### src/rtl/rng_pkg.sv
// Shared types and constants for the random-number scheduler: FSM states,
// generator geometry, default seed and the LFSR feedback function.
package rng_pkg;

    typedef enum logic {
        WARM  = 1'b0,
        SERVE = 1'b1
    } state_e;

    localparam int LFSR_W = 16;
    localparam int OUT_W  = 8;
    localparam logic [LFSR_W-1:0] DEFAULT_SEED = 16'hACE1;

    localparam int TAP0 = 0;
    localparam int TAP1 = 2;
    localparam int TAP2 = 3;
    localparam int TAP3 = 5;

    // x^16+x^14+x^13+x^11+1 in right-shifting Fibonacci form.
    function automatic logic [LFSR_W-1:0] lfsr_next(input logic [LFSR_W-1:0] l);
        return {l[TAP0] ^ l[TAP1] ^ l[TAP2] ^ l[TAP3], l[LFSR_W-1:1]};
    endfunction

endpackage

### src/rtl/rng_lfsr16.sv
// 16-bit Fibonacci LFSR with synchronous load (priority) and step enable;
// asynchronous reset returns it to the configured seed.
module rng_lfsr16
    import rng_pkg::*;
#(
    parameter logic [LFSR_W-1:0] SEED = DEFAULT_SEED
) (
    input  logic              clk,
    input  logic              rst,
    input  logic              load,
    input  logic [LFSR_W-1:0] load_val,
    input  logic              step,
    output logic [LFSR_W-1:0] q
);

    logic [LFSR_W-1:0] q_q;
    logic [LFSR_W-1:0] q_d;

    always_comb begin
        q_d = q_q;
        if (load) begin
            q_d = load_val;
        end else if (step) begin
            q_d = lfsr_next(q_q);
        end else begin
            q_d = q_q;
        end
    end

    always_ff @(posedge clk or posedge rst) begin
        if (rst) begin
            q_q <= SEED;
        end else begin
            q_q <= q_d;
        end
    end

    assign q = q_q;

endmodule

### src/rtl/rng_scheduler.sv
// Owns the shared LFSR, sequences seeding/warm-up, and hands out one 8-bit
// random value per request with round-robin fairness over a req/ack handshake.
module rng_scheduler
    import rng_pkg::*;
#(
    parameter int                N_REQ  = 4,
    parameter logic [LFSR_W-1:0] SEED   = DEFAULT_SEED,
    parameter int                WARMUP = 16
) (
    input  logic              clk,
    input  logic              rst,
    input  logic              seed_load,
    input  logic [LFSR_W-1:0] seed,
    input  logic [N_REQ-1:0]  req,
    output logic [N_REQ-1:0]  ack,
    output logic [OUT_W-1:0]  rnd,
    output logic              ready
);

    localparam int PTR_W = (N_REQ > 1) ? $clog2(N_REQ) : 1;
    localparam logic [7:0]       WARMUP_C = 8'(WARMUP);
    localparam logic [N_REQ-1:0] ONE_HOT0 = N_REQ'(1);

    state_e             state_q, state_d;
    logic [7:0]         cnt_q, cnt_d;
    logic [PTR_W-1:0]   ptr_q, ptr_d;
    logic [N_REQ-1:0]   ack_q, ack_d;
    logic [OUT_W-1:0]   rnd_q, rnd_d;

    logic               lfsr_load;
    logic               lfsr_step;
    logic [LFSR_W-1:0]  lfsr_load_val;
    logic [LFSR_W-1:0]  lfsr_q;

    logic               gnt_found;
    logic [PTR_W-1:0]   gnt_idx;
    int unsigned        idx_v;
    int unsigned        nxt_v;

    rng_lfsr16 #(.SEED(SEED)) u_lfsr (
        .clk      (clk),
        .rst      (rst),
        .load     (lfsr_load),
        .load_val (lfsr_load_val),
        .step     (lfsr_step),
        .q        (lfsr_q)
    );

    // Round-robin search: first set request at or above ptr, wrapping.
    always_comb begin
        gnt_found = 1'b0;
        gnt_idx   = '0;
        idx_v     = 0;
        for (int k = 0; k < N_REQ; k++) begin
            idx_v = int'(ptr_q) + k;
            if (idx_v >= N_REQ) begin
                idx_v = idx_v - N_REQ;
            end else begin
                idx_v = idx_v;
            end
            if (!gnt_found && req[idx_v]) begin
                gnt_found = 1'b1;
                gnt_idx   = PTR_W'(idx_v);
            end else begin
                gnt_found = gnt_found;
            end
        end
        nxt_v = int'(gnt_idx) + 1;
        if (nxt_v >= N_REQ) begin
            nxt_v = 0;
        end else begin
            nxt_v = nxt_v;
        end
    end

    // Next-state, generator control and registered grant outputs.
    always_comb begin
        state_d       = state_q;
        cnt_d         = cnt_q;
        ptr_d         = ptr_q;
        ack_d         = '0;
        rnd_d         = rnd_q;
        lfsr_load     = 1'b0;
        lfsr_step     = 1'b0;
        lfsr_load_val = (seed == 16'h0000) ? SEED : seed;

        if (seed_load) begin
            state_d   = WARM;
            cnt_d     = 8'd0;
            ptr_d     = '0;
            lfsr_load = 1'b1;
        end else if (lfsr_q == 16'h0000) begin
            // Lock-up recovery: an all-zero register would never leave zero.
            lfsr_load     = 1'b1;
            lfsr_load_val = SEED;
        end else begin
            case (state_q)
                WARM: begin
                    if (cnt_q == WARMUP_C) begin
                        state_d = SERVE;
                    end else begin
                        lfsr_step = 1'b1;
                        cnt_d     = cnt_q + 8'd1;
                    end
                end
                SERVE: begin
                    if (gnt_found) begin
                        ack_d     = ONE_HOT0 << gnt_idx;
                        rnd_d     = lfsr_q[OUT_W-1:0];
                        lfsr_step = 1'b1;
                        ptr_d     = PTR_W'(nxt_v);
                    end else begin
                        ack_d = '0;
                    end
                end
                default: begin
                    state_d = WARM;
                end
            endcase
        end
    end

    always_ff @(posedge clk or posedge rst) begin
        if (rst) begin
            state_q <= WARM;
            cnt_q   <= 8'd0;
            ptr_q   <= '0;
            ack_q   <= '0;
            rnd_q   <= 8'h00;
        end else begin
            state_q <= state_d;
            cnt_q   <= cnt_d;
            ptr_q   <= ptr_d;
            ack_q   <= ack_d;
            rnd_q   <= rnd_d;
        end
    end

    assign ack   = ack_q;
    assign rnd   = rnd_q;
    assign ready = (state_q == SERVE);

endmodule

### config.mk
export PLATFORM = sky130hd
export DESIGN_NAME = rng_scheduler
export DESIGN_NICKNAME = d
export VERILOG_FILES = /design/src/rtl/rng_pkg.sv /design/src/rtl/rng_lfsr16.sv /design/src/rtl/rng_scheduler.sv
export SDC_FILE = /design/constraint.sdc
export NUM_CORES = 1
export LEC_CHECK = 0
export BUFFER_PORTS_ARGS = -buffer_cell sky130_fd_sc_hd__buf_2
export CAP_MARGIN = 20
export CORE_ASPECT_RATIO = 0.7
export CORE_UTILIZATION = 62
export CTS_BUF_LIST = sky130_fd_sc_hd__clkbuf_8
export DETAILED_ROUTE_END_ITERATION = 10
export HOLD_SLACK_MARGIN = 0.1
export PLACE_DENSITY = 0.95
export SETUP_SLACK_MARGIN = 0.4
export SKIP_LAST_GASP = 1
export SLEW_MARGIN = 20
export SYNTH_ARGS = -nofsm -noshare
export SYNTH_HDL_FRONTEND = slang
export SYNTH_SLANG_ARGS = --single-unit
### constraint.sdc
create_clock -name clk -period 5.8 [get_ports clk]
set_input_delay 1.45 -clock clk [delete_from_list [all_inputs] [get_ports clk]]
set_output_delay 1.45 -clock clk [all_outputs]
set_load 0.02 [all_outputs]
Word level (Yosys, flattened, before mapping):

Cells that the tools add are included.

* add/sub/neg operators: 9
* order comparisons: 9
* equal/unequal tests: 4
* shift-type cells: 1
* mux-type cells: 49
* bitwise logic cells: 6
* reductions and logical operators: 14

Operators by type and width (number)
* $lt 32x3->1 const B: 4
* $mux 32: 4
* $mux 16: 5
* $logic_not 16->1: 2
* $mux 8: 4
* $mux 1: 18
* $mux 2: 9
* $mux 4: 4
* $ge 3x3->1 const B: 4
* $sub 3x3->4 const B: 3
* $add 8x1->8 const B: 1
* $bmux 1 s2: 4
* $eq 8x5->1 const B: 1
* $add 2x1->3 const B: 2
* $add 2x2->3 const B: 2
* $ne 2x2->1 const B: 3
* $reduce_and 3->1: 2
* $reduce_bool 2->1: 3
* $reduce_and 4->1: 1
* $shl 1x2->4 const A: 1
* $sub 2x3->4 const B: 1
* $ge 2x3->1 const B: 1
* $logic_and 1x1->1: 3
* $logic_not 1->1: 3
* other kinds (3): 7

* register bits after elaboration: 39
* bits of input ports: 23
* output and inout port bits: 13
* word-level logic and storage cells: 98

Depth between registers and ports, before layout:

Gate-level depths: netlist (run 1).

* word-level depth: 21
* mapped depth: 7
* depth with buffers taken out: 6

Hierarchy:

Synthesis (run 1) repeated with hierarchy kept, for this count alone.

* cell total of the unflattened synthesis: 216
* area total of the unflattened synthesis: 2217.1 um2

Modules (own cells, without submodules)
* rng_scheduler: instances 1, cells each 142, area each 1421.4 um2, sequential area each 575.6 um2
* rng_lfsr16: instances 1, cells each 74, area each 795.8 um2, sequential area each 410.4 um2

Worst setup path after synthesis (run 1):

OpenSTA, ideal clock, no wires.

* path type: input to register
* start point: input req[0]
* end point: register u_lfsr.q_q[9] (netlist: u_lfsr.q[9])
* library setup time: 0.069 ns
* data arrival time: 2.912 ns
* required time: 5.731 ns
* path slack: 2.819 ns
* stages on the path: 5
* path buffers: 1
* cells stage by stage: or4_1 o22a_1 buf_2 or4b_1 nand3_1

* longest elaborated chain between the ends: 17
* elaborated cells between the ends (all ways): 23
* classes of those cells: 16 x mux; 7 x reduce/logical

RTL lines
* start: declaration: line rng_scheduler.sv:14 `input logic [N_REQ-1:0] req,`
* $bmux 1 s2: line rng_scheduler.sv:61 `if (!gnt_found && req[idx_v]) begin`
* $mux 1 (not written as such): line rng_scheduler.sv:61
* $mux 1: line rng_scheduler.sv:61
* $logic_not 1->1: line rng_scheduler.sv:61
* $logic_and 1x1->1: line rng_scheduler.sv:61
* $mux 1: line rng_scheduler.sv:61
* $logic_not 1->1: line rng_scheduler.sv:61
* $logic_and 1x1->1: line rng_scheduler.sv:61
* $mux 1: line rng_scheduler.sv:61
* $logic_not 1->1: line rng_scheduler.sv:61
* $logic_and 1x1->1: line rng_scheduler.sv:61
* $mux 1 (*): line rng_scheduler.sv:61
* $mux 1 (*): line rng_scheduler.sv:107 `if (gnt_found) begin`
* $pmux 1 s2 (*): line rng_scheduler.sv:97 `case (state_q)`
* $mux 1 (*): line rng_scheduler.sv:92 `end else if (lfsr_q == 16'h0000) begin`
* $mux 1 (*): line rng_scheduler.sv:87 `if (seed_load) begin`
* $reduce_bool 2->1 (no line) (*)
* end signal: assignment: line rng_lfsr16.sv:34 `q_q <= q_d;`
* end: declaration: line rng_lfsr16.sv:16 `logic [LFSR_W-1:0] q_q;`

Every way passes the cells marked *; elsewhere a longest branch is shown, timed or not. The select of a mux whose other input is x is not followed.
A chain may end at the register's enable or synchronous reset.

Worst setup path in the final report (run 1):

* start point: input req[0]
* end point: register u_lfsr.q_q[5] (netlist: u_lfsr.q[5])

Same word-level chain as after synthesis.

==> results of run 1 <==
## through the flow
step           hold WS, ns  area [um^2]
4_1_cts              0.514         2420
5_1_grt              0.522         2420
3_5_place_dp         0.493         2300
3_3_place_gp         0.491         2300
6_report             0.515         2420
2_1_floorplan        0.490         2110
## synthesized netlist by cell type (2+ instances only)
master     count  area [um^2]
a2bb2oi_1     11         96.3
a211oi_1       2         15.0
a21oi_1       11         55.1
mux2_4         6         90.1
nand2b_1       4         25.0
dfstp_2        8          210
or4_1         11         82.6
o31ai_1        6         45.0
nor2b_1        2         12.5
xnor2_1        2         17.5
buf_2          4         20.0
nand2_1       11         41.3
o22ai_1        9         56.3
inv_1         15         56.3
clkbuf_1       6         22.5
o22a_1         3         26.3
ha_1           6         75.1
or3_1          3         18.8
o41a_1         2         22.5
mux2_2         3         33.8
o21ai_0        4         20.0
nor4_1         6         37.5
mux2i_1        3         30.0
nor2_1         3         11.3
and2_1         4         25.0
nand3_1        4         20.0
a21o_1         5         37.5
dfrtp_1       31          776
## worst max-delay path, stage by stage
cell       delay [ns]
buf_2            0.12
or4_1            0.58
o22a_1           0.39
or3_1            0.50
a2bb2oi_1        0.18
## metal layers
| layer | GRT usage (%) | vias to the layer above | wire length, um |
|---|---|---|---|
| met5 | 0 | - | 0 |
| met4 | 6.21 | 0 | 37 |
| met3 | 9.24 | 7 | 370 |
| met2 | 45.8 | 91 | 2160 |
| met1 | 42.4 | 835 | 2210 |
| li1 | - | 804 | - |
## final cells by class
class	count	area share (%)
repair buffers	37	7.87
multi-input cells	132	42.2
inverters	15	2.33
flip-flops and latches	39	40.8
clock inverters	2	1.45
clock buffers	6	3.42
well taps	38	1.97
## logic make-up after synthesis
logic type / count (synthesis) / synth area share (%)
AOI/OAI and AO/OA: 57 / 20.3
DFF: 39 / 46.8
buffers and inverters: 26 / 5.22
xor gates and xnor gates: 3 / 1.25
adders and majority gates: 6 / 3.56
muxes: 12 / 7.30
and+or+nand+nor: 54 / 15.6
## path summary, 6_finish.rpt
check,startpoint,end,slack [ns]
setup / recovery,req[0],u_lfsr.q[5]$_DFFE_PP1P_,2.78
hold / removal,u_lfsr.q[10]$_DFFE_PP1P_,u_lfsr.q[10]$_DFFE_PP1P_,0.52
setup reg to reg,u_lfsr.q[2]$_DFFE_PP0P_,rnd[6]$_DFFE_PP0P_,3.05
hold reg to reg,u_lfsr.q[10]$_DFFE_PP1P_,u_lfsr.q[10]$_DFFE_PP1P_,0.52
max in group asynchronous,rst,u_lfsr.q[5]$_DFFE_PP1P_,4.18
min in group asynchronous,rst,ack[2]$_DFF_PP0_,1.26
## registers in the layout (all words and copies together), names as in the netlist
| signal | cells |
|---|---|
| ready | 1 |
| cnt_q | 8 |
| ptr_q | 2 |
| rnd | 8 |
| ack | 4 |
| u_lfsr.q | 16 |
## cell usage in the layout (no fill, tap or decap), types with 3 or more instances in the layout
cell / instances
mux2_2: 3
a21oi_1: 11
nor2_1: 3
mux2_4: 6
a21o_1: 5
dfstp_2: 8
ha_1: 6
inv_1: 15
mux2i_1: 3
nor4_1: 5
nand2_1: 11
o21ai_0: 4
or4_1: 11
clkbuf_8: 6
and2_1: 4
or3_1: 3
a2bb2oi_1: 11
dfrtp_1: 31
o22a_1: 3
o22ai_1: 9
o31ai_1: 6
nand3_1: 4
nand2b_1: 4
buf_2: 35
## power groups by stage
stage	clock network [mW]	logic [mW]	registers (mW)
floorplan	0	0.0565	0.322
global placement	0	0.0906	0.319
detailed placement	0	0.0933	0.320
CTS	0.241	0.0937	0.316
global route	0.247	0.103	0.319
finish	0.238	0.0942	0.317
==> impl_metrics.py, run 1 <==
metrics = {
    "synth": {
        "ys.flop_type": "dfrtp_1",
        "syn-num-nets": 226,
        "syn-instance-count": 197,
        "syn_area_per_cell_um2": 10.7,
        "synth_edf_count": 0,
        "yosys_register_bits": 39,
        "yosysWarningCount": 0,
        "netlist_area_mm2": 0.00211,
        "async_flop_share_pct": 100,
        "synth_seq_area_share_pct": 46.8,
        "yosysUniqueCellTypes": 40,
    },
    "route": {
        "drtIter0Drc": 209,
        "num_vias": 1737,
        "ant_nets": 0,
        "viasPerCell": 6.46,
        "routedWlPerCell_um": 17.7,
        "first_pass_iters": 4,
        "drc": 0,
        "routed_wl_um": 4770,
    },
    "clocking": {
        "path_clk_slew_ns": 0.08,
        "cts_tree": "yes",
        "root_buffer": "clkbuf_8",
        "cts_hold_buf": 0,
        "cts.path.max_buffers": 2,
        "cts_resized": 0,
        "clock_sinks": 39,
        "cts_setup_buffers": 0,
        "h-tree-depth": 2,
        "numCtsBuffers": 5,
        "clock_latency_ns": 0.30,
    },
    "cells_and_area": {
        "final-instance-count-excl-fill": 269,
        "multi_input_area_mm2": 0.00102,
        "nets": 259,
        "regArea_um2": 986,
        "drive_gt1_share_pct": 29.4,
        "syn_to_final_growth_pct": 14.6,
        "fillerInstances": 197,
        "post-route-util_pct": 75.7,
        "diodes": 0,
    },
    "run": {
        "max_cap_violations": 0,
    },
    "power_and_ir_drop": {
        "intPower_mw": 0.481,
        "p_leak_nw": 1.16,
        "power_frac_seq_pct": 48.8,
        "power_density_mw_per_mm2": 268,
        "p_clk_share_pct": 36.7,
        "swShare_pct": 25.9,
        "pwr-share-comb_pct": 14.5,
        "power.switching_mw": 0.168,
        "power_mw": 0.649,
        "ir_drop_mv": 0.194,
    },
    "die": {
        "start_util_pct": 66.1,
        "num_rows": 17,
        "die_area_mm2": 0.00364,
        "io_pins": 36,
        "core-area_mm2": 0.00319,
        "dieWidth_um": 71.7,
        "die_h_um": 50.8,
    },
    "sta": {
        "finalCriticalPeriod_ns": 3.02,
        "setup_viol": 0,
        "slew-limit-headroom_pct": 28.5,
        "fin_crit_sh_pct": 52.0,
        "finalSetupTns_ns": 0,
        "tightest_slew_ns": 1.06,
        "slew_viol_final": 0,
        "fin_worst_skew_ns": 0.00601,
        "final_hold_viol_count": 0,
        "setup_slack_ns": 2.78,
        "max_freq_mhz": 331,
        "rsz0062_at_grt": "false",
    },
    "placed_design": {
        "port_buffers": 35,
        "dp_slack_ns": 2.50,
        "gp_congestion": 0.851,
        "dp_cells": 261,
        "hpwl_um": 3340,
    },
    "global_routing": {
        "grt_pass1_vias": 1655,
        "grt_pass1_wl_um": 8100,
        "overflow": 0,
        "antenna_found_initial": 0,
        "grt_max_degree": 40,
        "track_usage_pct": 30.0,
    },
    "critical_path": {
        "end_kind": "register",
        "worst_ep_required_time_ns": 6.01,
        "worstPathMaxFanout": 12,
        "worstRegToRegCells": 4,
        "startpoint_type": "primary input",
        "critPathKind": "primary input to register",
        "crit_arrival_ns": 3.23,
    },
    "min_path": {
        "hp-class": "register to register",
        "whs_path_depth": 1,
    },
    "status": {
        "status": "finished, final reports clean",
    },
}
Note: power is estimated with default switching activity, not from simulation.
==> run 2, diff against run 1 <==
--- a/config.mk
+++ b/config.mk
@@ -5,14 +5,15 @@
 export SDC_FILE = /design/constraint.sdc
 export NUM_CORES = 1
 export LEC_CHECK = 0
+export ABC_AREA = 1
 export BUFFER_PORTS_ARGS = -buffer_cell sky130_fd_sc_hd__buf_2
 export CAP_MARGIN = 20
 export CORE_ASPECT_RATIO = 0.7
-export CORE_UTILIZATION = 62
+export CORE_UTILIZATION = 54
 export CTS_BUF_LIST = sky130_fd_sc_hd__clkbuf_8
 export DETAILED_ROUTE_END_ITERATION = 10
 export HOLD_SLACK_MARGIN = 0.1
-export PLACE_DENSITY = 0.95
+export PLACE_DENSITY = 0.9
 export SETUP_SLACK_MARGIN = 0.4
 export SKIP_LAST_GASP = 1
 export SLEW_MARGIN = 20
==> constraint.sdc (replaced) <==
create_clock -name clk -period 2.7 [get_ports clk]
set_input_delay 0.675 -clock clk [delete_from_list [all_inputs] [get_ports clk]]
set_output_delay 0.675 -clock clk [all_outputs]
set_load 0.02 [all_outputs]
==> run 2 against run 1 <==
Compared with the run above: sequential power increased by 100%; clock power increased by 63%; hold slack got worse by 0.041 ns; die area increased by 34%; via count increased by 34%; largest power group unchanged; area after synthesis increased by 18%; total power increased by 86%.
==> impl_metrics.py, run 2 <==
metrics = {
    "die": {
        "die_h_um": 58.7,
        "core-area_mm2": 0.00438,
        "die_area_mm2": 0.00488,
        "num_rows": 20,
        "start_util_pct": 56.7,
        "dieWidth_um": 83.0,
        "io_pins": 36,
    },
    "synth": {
        "yosys-top-cells-count": "nand2_1, inv_1, nand3_1",
        "synth_top_area_share_pct": 31.3,
        "syn_area_per_cell_um2": 6.93,
        "synth_area_leader_cell": "dfrtp_1",
        "synth_most_common_cell": "nand2_1",
        "synth_edf_count": 0,
        "synth_seq_area_share_pct": 39.7,
        "yosysUniqueCellTypes": 28,
        "syn-num-nets": 387,
        "async_flop_share_pct": 100,
        "syn-instance-count": 358,
        "yosys_register_bits": 39,
        "ys.flop_type": "dfrtp_1",
        "yosysWarningCount": 0,
        "synthTopCellsByArea": "dfrtp_1, nand2_1, nand3_1, dfstp_2, inv_1",
        "netlist_area_mm2": 0.00248,
    },
    "clocking": {
        "clock_latency_ns": 0.29,
        "cts_setup_buffers": 0,
        "cts_resized": 0,
        "root_buffer": "clkbuf_8",
        "path_clk_slew_ns": 0.08,
        "numCtsBuffers": 5,
        "cts_tree": "yes",
        "cts.path.max_buffers": 2,
        "clock_sinks": 39,
        "h-tree-depth": 2,
        "cts_hold_buf": 0,
    },
    "sta": {
        "fin_crit_sh_pct": 74.1,
        "rsz0062_at_grt": "false",
        "final_hold_viol_count": 0,
        "finalSetupTns_ns": 0,
        "finalCriticalPeriod_ns": 2.00,
        "tightest_slew_ns": 0.476,
        "max_freq_mhz": 500,
        "setup_viol": 0,
        "slew_viol_final": 0,
        "fin_worst_skew_ns": 0.00841,
        "slew-limit-headroom_pct": 68.3,
    },
    "global_routing": {
        "track_usage_pct": 24.7,
        "grt_pass1_wl_um": 9540,
        "grt_pass1_vias": 2174,
        "overflow": 0,
        "grt_max_degree": 40,
        "antenna_found_initial": 0,
    },
    "cells_and_area": {
        "nets": 423,
        "diodes": 0,
        "final-instance-count-excl-fill": 450,
        "multi_input_area_mm2": 0.00123,
        "final_cell_mix": "nand2_1, inv_1, nand3_1",
        "final_common_cell": "nand2_1",
        "drive_gt1_share_pct": 17.7,
        "fillerInstances": 400,
        "regArea_um2": 987,
        "largest_reg_flops": 16,
        "syn_to_final_growth_pct": 12.2,
    },
    "route": {
        "viasPerCell": 5.19,
        "routed_wl_um": 5420,
        "ant_nets": 0,
        "drtIter0Drc": 210,
        "drc": 0,
        "routedWlPerCell_um": 12.0,
        "first_pass_iters": 4,
        "num_vias": 2335,
    },
    "power_and_ir_drop": {
        "power_density_mw_per_mm2": 432,
        "ir_drop_mv": 0.277,
        "p_leak_nw": 1.59,
        "power_mw": 1.20,
    },
    "critical_path": {
        "crit_arrival_ns": 2.19,
        "r2r_setup_slack_ns": 0.70,
        "critPathKind": "register to register",
        "r2r_start": "ptr_q[0]$_DFFE_PP0P_",
        "end_kind": "register",
        "worstReg2RegEnd": "ptr_q[1]$_DFFE_PP0P_",
        "startpoint_type": "register",
        "worst_ep_required_time_ns": 2.89,
        "worstRegToRegCells": 14,
        "worstPathMaxFanout": 13,
    },
    "min_path": {
        "whs_path_depth": 2,
        "min-delay-start": "rnd[2]$_DFFE_PP0P_",
        "hp-class": "register to register",
        "holdPathEnd": "rnd[2]$_DFFE_PP0P_",
    },
    "placed_design": {
        "gp_congestion": 0.897,
        "dp_cells": 442,
        "port_buffers": 35,
        "hpwl_um": 3950,
    },
    "run": {
        "max_cap_violations": 0,
    },
    "status": {
        "status": "finished, final reports clean",
    },
}
run 2: worst max-delay path, cell delays in order, from the launching register on:
cell and delay [ns]:
dfrtp_2 0.50, inv_2 0.14, nand2_1 0.08, nand2_2 0.11
nand2_1 0.07, nand2_2 0.13, nor2_8 0.05, nand3_1 0.10
nand3_1 0.09, nand2_1 0.12, inv_1 0.08, ha_1 0.27
inv_1 0.04, nand2_1 0.06, nand2_1 0.05
run 2: worst max path at each step:
stage,slack [ns],end,from,cells past startpoint
2_1_floorplan,0.84,ptr_q[1]$_DFFE_PP0P_,req[3],14
3_3_place_gp,0.66,ptr_q[1]$_DFFE_PP0P_,req[0],13
3_5_place_dp,0.51,ptr_q[1]$_DFFE_PP0P_,req[3],14
4_1_cts,0.59,ptr_q[1]$_DFFE_PP0P_,ptr_q[0]$_DFFE_PP0P_,14
5_1_grt,0.50,ptr_q[1]$_DFFE_PP0P_,ptr_q[0]$_DFFE_PP0P_,14
6_report,0.70,ptr_q[1]$_DFFE_PP0P_,ptr_q[0]$_DFFE_PP0P_,14
run 2: kinds of logic after synthesis:
family          synth area share [%]
buf+inv                         10.6
simple gates                    40.7
compound gates                  4.84
xor+xnor                        1.06
fa+ha+maj                       3.02
flops                           39.7
run 2: final cells by class:
cell class | instances | area share (%)
repair buffers | 39 | 7.37
multi-input cells | 254 | 44.2
clock inverters | 3 | 0.584
clock buffers | 5 | 2.47
inverters | 55 | 7.41
well taps | 55 | 2.47
flip-flops and latches | 39 | 35.4
run 2: metal layers:
layer	wire length, um	vias to the layer above	track usage (%)	part of all wire [%]
li1	-	1190	-	-
met1	2490	1062	32.0	46
met2	2520	81	41.9	47
met3	382	2	5.05	7.1
met4	25	0	8.87	0.46
met5	0	-	0	0
run 2: power breakdown:
part / switching [mW] / leakage [nW] / internal (mW)
logic: 0.107 / 1.05 / 0.0650
registers: 0.0226 / 0.497 / 0.621
clock network: 0.210 / 0.0453 / 0.177
total: 0.340 / 1.59 / 0.863
run 2: through the flow:
stage               setup slack (ns)  utilization, %  hold WS [ns]  instance area (um^2)
floorplan                      0.842               -         0.464                  2480
finish                         0.699            63.6         0.475                  2790
CTS                            0.586            63.6         0.481                  2780
detailed placement             0.509            61.6         0.461                  2700
global route                   0.501            63.6         0.495                  2790
global placement               0.656            61.6         0.457                  2700
